File: src/rtl/mem_stream_stat.sv
// Burst statistics collector: count, sum, min and max of a read-back stream.
// Ports: clk/reset_n, i_valid/i_data/i_done stream in, record out via
// o_res_valid/i_res_ready, o_count/o_sum/o_min/o_max, o_busy, o_overrun.
module mem_stream_stat #(
  parameter int DWIDTH = 16,
  parameter int CWIDTH = 8,
  parameter int SWIDTH = DWIDTH + CWIDTH
) (
  input  logic              clk,
  input  logic              reset_n,
  input  logic              i_valid,
  input  logic [DWIDTH-1:0] i_data,
  input  logic              i_done,
  output logic              o_busy,
  output logic              o_res_valid,
  input  logic              i_res_ready,
  output logic [CWIDTH-1:0] o_count,
  output logic [SWIDTH-1:0] o_sum,
  output logic [DWIDTH-1:0] o_min,
  output logic [DWIDTH-1:0] o_max,
  output logic              o_overrun
);

  typedef enum logic [1:0] {
    S_IDLE,
    S_ACC,
    S_HOLD
  } state_t;

  localparam logic [CWIDTH-1:0] CMAX = '1;

  state_t            state_q, state_d;
  logic [CWIDTH-1:0] count_q, count_d;
  logic [SWIDTH-1:0] sum_q, sum_d;
  logic [DWIDTH-1:0] min_q, min_d;
  logic [DWIDTH-1:0] max_q, max_d;
  logic              ovr_q, ovr_d;
  logic              take;

  always_comb begin
    state_d = state_q;
    count_d = count_q;
    sum_d   = sum_q;
    min_d   = min_q;
    max_d   = max_q;
    ovr_d   = ovr_q;
    take    = 1'b0;
    unique case (state_q)
      // Idle accumulators hold their initial values, so the
      // first sample folds in exactly like any later one.
      S_IDLE, S_ACC: begin
        if (i_valid) begin
          if (count_q == CMAX) ovr_d = 1'b1;
          else                 take  = 1'b1;
        end
        if (i_done)       state_d = S_HOLD;
        else if (i_valid) state_d = S_ACC;
      end
      S_HOLD: begin
        if (i_valid) ovr_d = 1'b1;
        if (i_res_ready) begin
          state_d = S_IDLE;
          count_d = '0;
          sum_d   = '0;
          min_d   = '1;
          max_d   = '0;
        end
      end
      default: state_d = S_IDLE;
    endcase
    if (take) begin
      count_d = count_q + 1'b1;
      sum_d   = sum_q + SWIDTH'(i_data);
      if (i_data < min_q) min_d = i_data;
      if (i_data > max_q) max_d = i_data;
    end
  end

  always_ff @(posedge clk or negedge reset_n) begin
    if (!reset_n) begin
      state_q <= S_IDLE;
      count_q <= '0;
      sum_q   <= '0;
      min_q   <= '1;
      max_q   <= '0;
      ovr_q   <= 1'b0;
    end else begin
      state_q <= state_d;
      count_q <= count_d;
      sum_q   <= sum_d;
      min_q   <= min_d;
      max_q   <= max_d;
      ovr_q   <= ovr_d;
    end
  end

  assign o_busy      = (state_q == S_ACC);
  assign o_res_valid = (state_q == S_HOLD);
  assign o_count     = count_q;
  assign o_sum       = sum_q;
  assign o_min       = min_q;
  assign o_max       = max_q;
  assign o_overrun   = ovr_q;

endmodule

File: config.mk
export PLATFORM = sky130hd
export DESIGN_NAME = mem_stream_stat
export DESIGN_NICKNAME = d
export VERILOG_FILES = /design/src/rtl/mem_stream_stat.sv
export SDC_FILE = /design/constraint.sdc
export NUM_CORES = 1
export LEC_CHECK = 0
export CAP_MARGIN = 20
export CORE_MARGIN = 3
export CORE_UTILIZATION = 50
export CTS_CLUSTER_SIZE = 30
export DETAILED_ROUTE_END_ITERATION = 12
export GPL_TIMING_DRIVEN = 1
export PLACE_DENSITY = 0.78
export SKIP_CTS_REPAIR_TIMING = 1
export SYNTH_ARGS = -nofsm -noshare
export SYNTH_HDL_FRONTEND = slang
export SYNTH_SLANG_ARGS = --single-unit
File: constraint.sdc
create_clock -name clk -period 3 [get_ports clk]
set_clock_uncertainty 0.15 [all_clocks]
set_input_delay 0.3 -clock clk [delete_from_list [all_inputs] [get_ports clk]]
set_output_delay 0.3 -clock clk [all_outputs]
set_load 0.01 [all_outputs]
==> summary.txt, run 1 <==
Finish
  – ANT cells: 0
  – Filler cells: 666
  – Fraction of layout cells with a size suffix above 1: 0.1376
  – Commonest non-fill, non-tap cell in the layout: clkdlybuf4s50_1
  – Final net count: 661
  – Most frequent cells in the layout: clkdlybuf4s50_1, o21ai_0, nand2_1, dfrtp_1, ha_1
  – Fin area: 0.005753 mm²
  – Fin cells: 701
  – Area growth syn-to-layout: 33.55%

Routing
  – Final wirelength: 11,640 µm
  – Vias per Instance: 5.827
  – First drt pass iteration count: 5
  – DRC: 0
  – Drt initial violations: 227
  – DR vias: 4,085
  – Antenna-violating nets left: 0
  – Routed len/inst: 16.60 µm

Timing
  – RSZ-0062 raised after global routing: no
  – Ratio of final minimum period to clock period: 0.9561
  – Min Tclk post-route: 2.868 ns
  – Final WS setup: 0.1316 ns
  – Rel. slew slack: 0.5088
  – Fmax: 348.6 MHz
  – Count of final max-slew check failures: 0
  – Final setup vio count: 0
  – Slew @ Worst Pin: 0.7350 ns
  – Fin. Hold Viols: 0

Run status
  – Status: completed

Setup path
  – Reg2reg path depth: 9
  – Critical path type: in2reg
  – R2R Path Start: o_sum[0]$_DFFE_PN0P_
  – Worst Path Arrival: 2.94 ns
  – R2R setup slack: 0.17 ns
  – Type of origin of the critical path: input port
  – Max Fanout on Critical Path: 4
  – Worst setup EP type: register
  – FF-to-FF End: o_sum[20]$_DFFE_PN0P_
  – Worst EP required: 3.07 ns

Clock network
  – CTS sink count: 67
  – CTS tree: built
  – Clock transition at path regs: 0.07 ns
  – Root buffer cell: clkbuf_8
  – Htree depth: 3
  – CTS Buf Count: 9
  – Clock tree buffer depth: 2
  – Clk Latency, worst-skew pair: 0.35 ns

Yosys
  – Post-synth top area cell: dfrtp_1
  – Register bit count reported by yosys: 67
  – Top-area cell type share of the netlist area: 0.2963
  – Syn Area/Cell: 9.166 µm²
  – Yosys cell types: 49
  – Number of flops mapped to enable cells by yosys: 0
  – Post-Syn Nets: 540
  – Largest family of logic cells by synthesized area: compound AO/OA/AOI/OAI gates
  – Ys Warns: 0
  – Sequential cell area fraction in the yosys report: 0.3938
  – Mapped Area: 0.004308 mm²
  – Synth Instances: 470
  – Primary FF master, synth: dfrtp_1
  – XOR/XNOR Fraction of Synth Area: 0.02440
  – Multiplexer share of the synthesized area: 0.01394
  – Ys async rst share: 1.000
  – Post-Synth Simple-Gate Area: 0.1467
  – Post-synthesis compound-gate area fraction: 0.2300
  – Area contributors post-synth: dfrtp_1, ha_1, dfstp_2
  – Synth Area in Adders: 0.1441

Place
  – Setup WS pre-CTS: -0.2063 ns
  – Port bufs: 87
  – Inst Count DP: 684
  – Placed Area: 0.005535 mm²
  – Dpl hpwl: 8584 µm
  – Final Wtd Congestion: 0.9084

Global routing
  – Largest net degree at the start of global routing: 30
  – Antenna violations before repair: 0
  – Vias in the first global route: 4,100
  – Global-route wire length before repair: 19,960 µm
  – Gr usage total: 0.2499
  – GR Overflow Total: 0

Floorplanning
  – I/O Pins: 88
  – Initial Util: 0.5191
  – Die height: 98.82 µm
  – Horiz. Die Dim: 98.82 µm
  – Cell Rows: 33
  – Core Region: 0.008299 mm²
  – Die Area: 0.009765 mm²

Pwr
  – Total Power: 5.283 mW
  – Pwr dens: 918.3 mW/mm²
  – Worst VDD drop: 0.4681 mV
  – P_leak: 2.677 nW

Hold path
  – Min-delay src: o_overrun$_DFFE_PN0P_
  – Hold path endpoint: o_overrun$_DFFE_PN0P_
  – Min-Delay Path Class: reg2reg
  – Hold-critical path depth: 1

Run
  – Max-cap violation count: 0
[synthesized netlist by cell type, types with 2 or more instances]
cell	n
and3_1	6
a31o_2	2
mux2i_1	6
nand2_1	51
nand2b_1	3
xnor2_1	6
dfrtp_1	51
a21o_1	20
o21a_1	3
o211ai_1	4
nor2b_1	4
clkbuf_1	8
or2_2	5
o21ai_0	52
inv_1	36
a211oi_1	5
nor3_1	4
xor2_1	6
and4_1	2
nand3_1	21
a21oi_1	19
nand4_1	4
o21bai_1	2
ha_1	48
a211oi_2	2
nor4_1	3
buf_2	6
o31ai_1	2
a31oi_1	5
nor2_1	34
dfstp_2	16
a22o_1	16
buf_1	2
[worst max path at each step]
stage	start	slack, ns	to	depth (start not counted)
detailed placement	i_data[0]	-0.21	o_sum[20]$_DFFE_PN0P_	10
CTS	i_data[0]	0.15	o_sum[20]$_DFFE_PN0P_	10
finish	i_data[0]	0.13	o_sum[20]$_DFFE_PN0P_	10
floorplan	o_sum[0]$_DFFE_PN0P_	0.27	o_sum[20]$_DFFE_PN0P_	9
global route	o_sum[0]$_DFFE_PN0P_	0.07	o_sum[18]$_DFFE_PN0P_	9
global placement	i_data[0]	-0.14	o_sum[20]$_DFFE_PN0P_	10
[power breakdown]
part           internal, mW  switching, mW
Clock                 0.452          0.354
Combinational          1.47           1.38
Sequential             1.31          0.314
Total                  3.23           2.05
[cells by family (layout without fill, tap and decap cells)]
group	count (synthesis)	count (layout)
buffers and inverters	52	178
AOI/OAI and AO/OA	145	145
xor gates and xnor gates	12	12
adders and majority gates	49	49
muxes	6	6
DFF	67	67
and+or+nand+nor	139	139
[metrics by stage]
step | setup TNS, ns | utilization | hold slack, ns
CTS | 0 | 0.6920 | -0.1699
detailed placement | -0.8822 | 0.6670 | 0.2039
global placement | -0.5977 | 0.6670 | 0.1979
global route | 0 | 0.6932 | 0.3463
floorplan | 0 | - | -0.1456
finish | 0 | 0.6932 | 0.3157
[layout make-up]
cell class	instances	area (µm²)	share of cell area
Tap cell	105	131.4	0.02284
Timing Repair Buffer	126	1174	0.2040
Inverter	36	135.1	0.02349
Clock inverter	2	35.03	0.006090
Multi-Input combinational cell	351	2409	0.4187
Clock buffer	14	172.7	0.03001
Sequential cell	67	1697	0.2949
[worst max-delay path: stages]
cell and delay (ns):
clkdlybuf4s50_1 0.46, ha_1 0.24, fa_1 0.40, a211oi_2 0.20, o21bai_1 0.13, a21o_1 0.21
a221o_1 0.40, a221oi_4 0.34, nor4_1 0.11, mux2i_1 0.14
[state kept, by name, indices dropped and copies added, names as in the netlist]
register,flops
o_sum,24
o_max,16
o_min,16
o_count,8
state_q,2
o_overrun,1
[per-layer routing]
metal | track usage | share of wire | wire, µm
met3 | 0.04954 | 0.063 | 734
met1 | 0.3502 | 0.46 | 5301
met4 | 0.05462 | 0.013 | 153
met5 | 0 | 0 | 0
met2 | 0.4029 | 0.47 | 5451
Note: power is estimated with default switching activity, not from simulation.
==> inputs of run 2 (changes only) <==
==> constraint.sdc (replaced) <==
create_clock -name clk -period 2.75 [get_ports clk]
set_clock_uncertainty 0.15 [all_clocks]
set_input_delay 0.275 -clock clk [delete_from_list [all_inputs] [get_ports clk]]
set_output_delay 0.275 -clock clk [all_outputs]
set_load 0.02 [all_outputs]
==> run 2 against run 1 <==
Critical path depth shrank 1; highest routed layer unchanged; core utilization is 2.2 points higher; count of clock-buffer cells in the layout fell by 3.
==> summary.txt, run 2 (synthesized netlist as in run 1, its figures left out) <==
Setup path
  – Type of origin of the critical path: register
  – Worst path slowest cell: dfrtp_2
  – CP top delay family: compound AO/OA/AOI/OAI gates
  – Worst Path Arrival: 2.76 ns
  – Buf/Inv on CP: 0
  – Reg2reg path depth: 9
  – Critical path depth in cells: 9
  – Worst setup EP type: register
  – Crit path cell chain: ha_4 > fa_2 > a211oi_2 > o21bai_1 > a21o_1 > a221o_2 > a221oi_4 > nor4_2 > mux2i_1
  – Max Fanout on Critical Path: 4
  – Worst EP required: 2.83 ns
  – Critical path type: reg2reg
  – CP max stage delay: 0.43 ns

Place
  – Placed Area: 0.005647 mm²
  – Dpl hpwl: 8829 µm
  – Final Wtd Congestion: 0.9097
  – Port bufs: 87

Timing
  – Fmax: 372.8 MHz
  – Min Tclk post-route: 2.683 ns
  – Final setup vio count: 0
  – Slew @ Worst Pin: 0.6792 ns
  – Ratio of final minimum period to clock period: 0.9756
  – Fin. Hold Viols: 0
  – Rel. slew slack: 0.5472
  – RSZ-0062 raised after global routing: yes
  – Count of final max-slew check failures: 0

Hold path
  – Hold-critical path depth: 4
  – Min-Delay Path Class: in2reg

Clock network
  – CTS Buf Count: 9
  – CTS sink count: 67
  – Clock transition at path regs: 0.07 ns
  – Clk Latency, worst-skew pair: 0.35 ns
  – Htree depth: 3
  – CTS tree: built
  – Clock tree buffer depth: 2
  – Root buffer cell: clkbuf_8

Floorplanning
  – Core Region: 0.008299 mm²
  – Die height: 98.82 µm
  – Initial Util: 0.5191
  – I/O Pins: 88
  – Horiz. Die Dim: 98.82 µm
  – Die Area: 0.009765 mm²
  – Cell Rows: 33

Finish
  – Fin area: 0.005934 mm²
  – Core Util, Final: 0.7151
  – Area growth syn-to-layout: 37.76%
  – Fraction of layout cells with a size suffix above 1: 0.1800
  – Final net count: 676
  – Commonest non-fill, non-tap cell in the layout: clkdlybuf4s50_1
  – Max reg flops: 24
  – Most frequent cells in the layout: clkdlybuf4s50_1, nand2_1, o21ai_0, dfrtp_1, buf_4
  – ANT cells: 0

Global routing
  – GR Overflow Total: 0
  – Vias in the first global route: 4,177
  – Largest net degree at the start of global routing: 34
  – Global-route wire length before repair: 19,750 µm
  – Antenna violations before repair: 0
  – Gr usage total: 0.2505

Routing
  – Antenna-violating nets left: 0
  – DRC: 0
  – DR vias: 4,132
  – Routed len/inst: 16.35 µm
  – Drt initial violations: 180
  – Vias per Instance: 5.771
  – First drt pass iteration count: 5
  – Final wirelength: 11,710 µm

Run status
  – Status: completed

Run
  – Max-cap violation count: 0

Pwr
  – Total Power: 6.160 mW
  – Worst VDD drop: 0.5679 mV
  – Pwr dens: 1038 mW/mm²
  – P_leak: 2.763 nW
==> run 2: cell types whose count changed in the layout (fill, tap and decap cells not counted), sizes merged <==
cell	previous run	this run
buf	39	54
clkinv	1	4
clkbuf	14	11
dlymetal6s2s	0	1
clkdlybuf4s50	86	85
==> run 2: stage by stage <==
stage	worst slack, ns	hold WS, ns	std cells	setup TNS [ns]
finish	0.06723	0.2488	716	0
global route	-0.04197	0.2676	716	-0.1151
CTS	-0.1456	-0.1761	713	-0.3355
detailed placement	-0.4312	0.2040	697	-5.953
global placement	-0.3246	0.1905	697	-5.061
floorplan	0.01110	-0.1706	470	0
==> run 2: cell type report <==
cell class	count	area [µm²]
Tap cell	105	131.4
Sequential cell	67	1698
Clock inverter	5	53.80
Fill cell	625	2365
Multi-Input combinational cell	351	2480
Inverter	36	135.1
Clock buffer	11	131.4
Timing Repair Buffer	141	1305
==> run 2: power by group <==
part,internal (mW),leakage (nW),switching [mW]
logic,1.73,1.83,1.84
registers,1.43,0.831,0.346
clock network,0.417,0.0971,0.390
total,3.58,2.76,2.58
==> run 2: path summary, 6_finish.rpt <==
path                                       startpoint               endpoint  slack [ns]
worst max-delay path             o_sum[0]$_DFFE_PN0P_  o_sum[20]$_DFFE_PN0P_        0.07
worst min-delay path                        i_data[0]   o_sum[0]$_DFFE_PN0P_        0.25
worst max register to register   o_sum[0]$_DFFE_PN0P_  o_sum[20]$_DFFE_PN0P_        0.07
worst min register to register  o_overrun$_DFFE_PN0P_  o_overrun$_DFFE_PN0P_        0.31
max in group asynchronous                     reset_n     o_min[6]$_DFF_PN1_        1.30
min in group asynchronous                     reset_n    o_max[11]$_DFF_PN0_        0.35
==> run 2: worst reg2reg max path, cell delays in order (launching register included) <==
cell      delay, ns
dfrtp_2        0.43
ha_4           0.17
fa_2           0.34
a211oi_2       0.19
o21bai_1       0.10
a21o_1         0.21
a221o_2        0.43
a221oi_4       0.33
nor4_2         0.09
mux2i_1        0.12
==> run 2: metal layers <==
metal  wire [µm]  vias up  track usage
met5           0        -            0
met4         261        0      0.09664
met3         706       24      0.04388
met2        5569      149       0.4070
met1        5172     1999       0.3341
li1            -     1960            -
==> inputs of run 3 (changes only) <==
--- a/config.mk
+++ b/config.mk
@@ -10,8 +10,8 @@
 export CORE_UTILIZATION = 50
 export CTS_CLUSTER_SIZE = 30
 export DETAILED_ROUTE_END_ITERATION = 12
+export DONT_BUFFER_PORTS = 1
 export GPL_TIMING_DRIVEN = 1
-export PLACE_DENSITY = 0.78
 export SKIP_CTS_REPAIR_TIMING = 1
 export SYNTH_ARGS = -nofsm -noshare
 export SYNTH_HDL_FRONTEND = slang
==> run 3 against run 2 <==
The flow now finishes with violations (hold timing); hold slack lost 0.36 ns; sequential power up 9%; sequential share of layout area grew 4.1 points; total power fell by 12%; global-route usage fell by 2.9 points; core utilization fell by 9.0 points; via count decreased by 11%.
==> summary.txt, run 3 (synthesized netlist as in run 1, its figures left out) <==
Finish
  – Fin area: 0.005190 mm²
  – Most frequent cells in the layout: nand2_1, o21ai_0, dfrtp_1, ha_1, buf_4
  – Fraction of layout cells with a size suffix above 1: 0.1766
  – Area occupied by multi-input gates: 0.002442 mm²
  – Area growth syn-to-layout: 20.48%
  – Sequential Area: 0.001698 mm²
  – Fin cells: 643
  – Final net count: 603
  – Filler cells: 716
  – ANT cells: 0
  – Core Util, Final: 0.6254
  – Max reg flops: 24

Timing
  – Fin. Hold Viols: 2
  – RSZ-0062 raised after global routing: yes
  – Ratio of final minimum period to clock period: 0.9696
  – Rel. slew slack: 0.6392
  – Slew @ Worst Pin: 0.5412 ns
  – Count of final max-slew check failures: 0
  – Final setup vio count: 0
  – Fmax: 375.1 MHz
  – Min Tclk post-route: 2.666 ns
  – Hold Slack: -0.1118 ns
  – Final WS setup: 0.08374 ns

Setup path
  – Worst EP required: 2.82 ns
  – Type of origin of the critical path: register
  – Critical path depth in cells: 9
  – FF-to-FF End: o_sum[20]$_DFFE_PN0P_
  – Max Fanout on Critical Path: 4
  – Worst setup path end: o_sum[20]$_DFFE_PN0P_
  – Worst path slowest cell: dfrtp_2
  – Worst Path Arrival: 2.73 ns
  – CP top delay family: compound AO/OA/AOI/OAI gates
  – R2R setup slack: 0.08 ns
  – Worst setup EP type: register
  – Crit path cell chain: ha_4 > fa_2 > a211oi_2 > o21bai_1 > a21o_1 > a221o_1 > a221oi_4 > nor4_2 > mux2i_1
  – Reg2reg path depth: 9
  – Critical path type: reg2reg
  – Buf/Inv on CP: 0
  – R2R Path Start: o_sum[0]$_DFFE_PN0P_
  – Crit. Startpoint: o_sum[0]$_DFFE_PN0P_
  – CP max stage delay: 0.42 ns

Floorplanning
  – I/O Pins: 88
  – Cell Rows: 33
  – Initial Util: 0.5191
  – Core Region: 0.008299 mm²
  – Horiz. Die Dim: 98.82 µm
  – Die Area: 0.009765 mm²
  – Die height: 98.82 µm

Routing
  – DR vias: 3,692
  – Final wirelength: 11,120 µm
  – Drt initial violations: 152
  – First drt pass iteration count: 4
  – Vias per Instance: 5.742
  – DRC: 0
  – Met3 Wirelength: 712 µm
  – Met1 WL: 4936 µm
  – Met2 wire len: 5305 µm
  – Antenna-violating nets left: 0
  – Top sig layer: met4
  – Routed len/inst: 17.30 µm

Place
  – Port bufs: 0
  – Setup WS pre-CTS: -0.03212 ns
  – Inst Count DP: 602
  – Dpl hpwl: 7820 µm
  – Placed Area: 0.004708 mm²
  – Final Wtd Congestion: 0.8268

Global routing
  – Global-route wire length before repair: 17,370 µm
  – Antenna violations before repair: 0
  – Gr usage total: 0.2218
  – GR Overflow Total: 0
  – Vias in the first global route: 3,511
  – Largest net degree at the start of global routing: 68

Clock network
  – Clock transition at path regs: 0.07 ns
  – Clk Latency, worst-skew pair: 0.35 ns
  – Clock tree buffer depth: 2
  – Htree depth: 3
  – CTS sink count: 67
  – CTS Buf Count: 9
  – CTS tree: built
  – Root buffer cell: clkbuf_8

Run status
  – Failing checks: hold timing
  – Status: complete, but fails checks

Hold path
  – Min-Delay Path Class: in2reg
  – Hold-critical path depth: 2

Pwr
  – Worst VDD drop: 0.5947 mV
  – Pwr dens: 1045 mW/mm²
  – P_leak: 2.484 nW

Run
  – Max-cap violation count: 0
## run 3: final cells by class
| class | instances | share of cell area |
|---|---|---|
| clock buffers | 11 | 0.02531 |
| clock inverters | 5 | 0.01037 |
| inverters | 36 | 0.02604 |
| multi-input cells | 351 | 0.4706 |
| flip-flops and latches | 67 | 0.3271 |
| well taps | 105 | 0.02531 |
| repair buffers | 68 | 0.1152 |
## run 3: worst min-delay path by stage
stage,startpoint,endpoint,slack [ns]
after global routing,i_data[1],o_min[1]$_DFF_PN1_,-0.10
after global placement,reset_n,o_max[8]$_DFF_PN0_,-0.17
final,i_data[1],o_min[1]$_DFF_PN1_,-0.11
after CTS,reset_n,o_max[9]$_DFF_PN0_,-0.55
after detailed placement,reset_n,o_max[9]$_DFF_PN0_,-0.17
after floorplan,reset_n,o_count[0]$_DFFE_PN0P_,-0.17
## run 3: worst reg2reg max path, delay by kind of cell (launching register included)
kind / cells / cell delay (ns)
simple gates: 1 / 0.09
mux: 1 / 0.13
fa+ha+maj: 2 / 0.52
compound gates: 5 / 1.22
flops: 1 / 0.42
## run 3: where the power goes
| part | switching (mW) | leakage, nW | total [mW] | internal, mW |
|---|---|---|---|---|
| combinational | 1.49 | 1.56 | 2.67 | 1.18 |
| clock | 0.397 | 0.0971 | 0.813 | 0.417 |
| sequential | 0.505 | 0.831 | 1.94 | 1.43 |
| total | 2.39 | 2.48 | 5.42 | 3.03 |
## run 3: per-stage QoR
step	setup TNS, ns	hold WS (ns)	total power, mW
after floorplan	0	-0.1706	3.724
after global placement	0	-0.1683	4.440
after detailed placement	-0.06052	-0.1684	4.520
after CTS	-0.09646	-0.5510	5.359
after global routing	-0.1093	-0.1002	5.863
final	0	-0.1118	5.423
## run 3: routing by layer
| layer | track usage | up-vias |
|---|---|---|
| li1 | - | 1813 |
| met1 | 0.2886 | 1771 |
| met2 | 0.3600 | 94 |
| met3 | 0.05803 | 14 |
| met4 | 0.07353 | 0 |
| met5 | 0 | - |
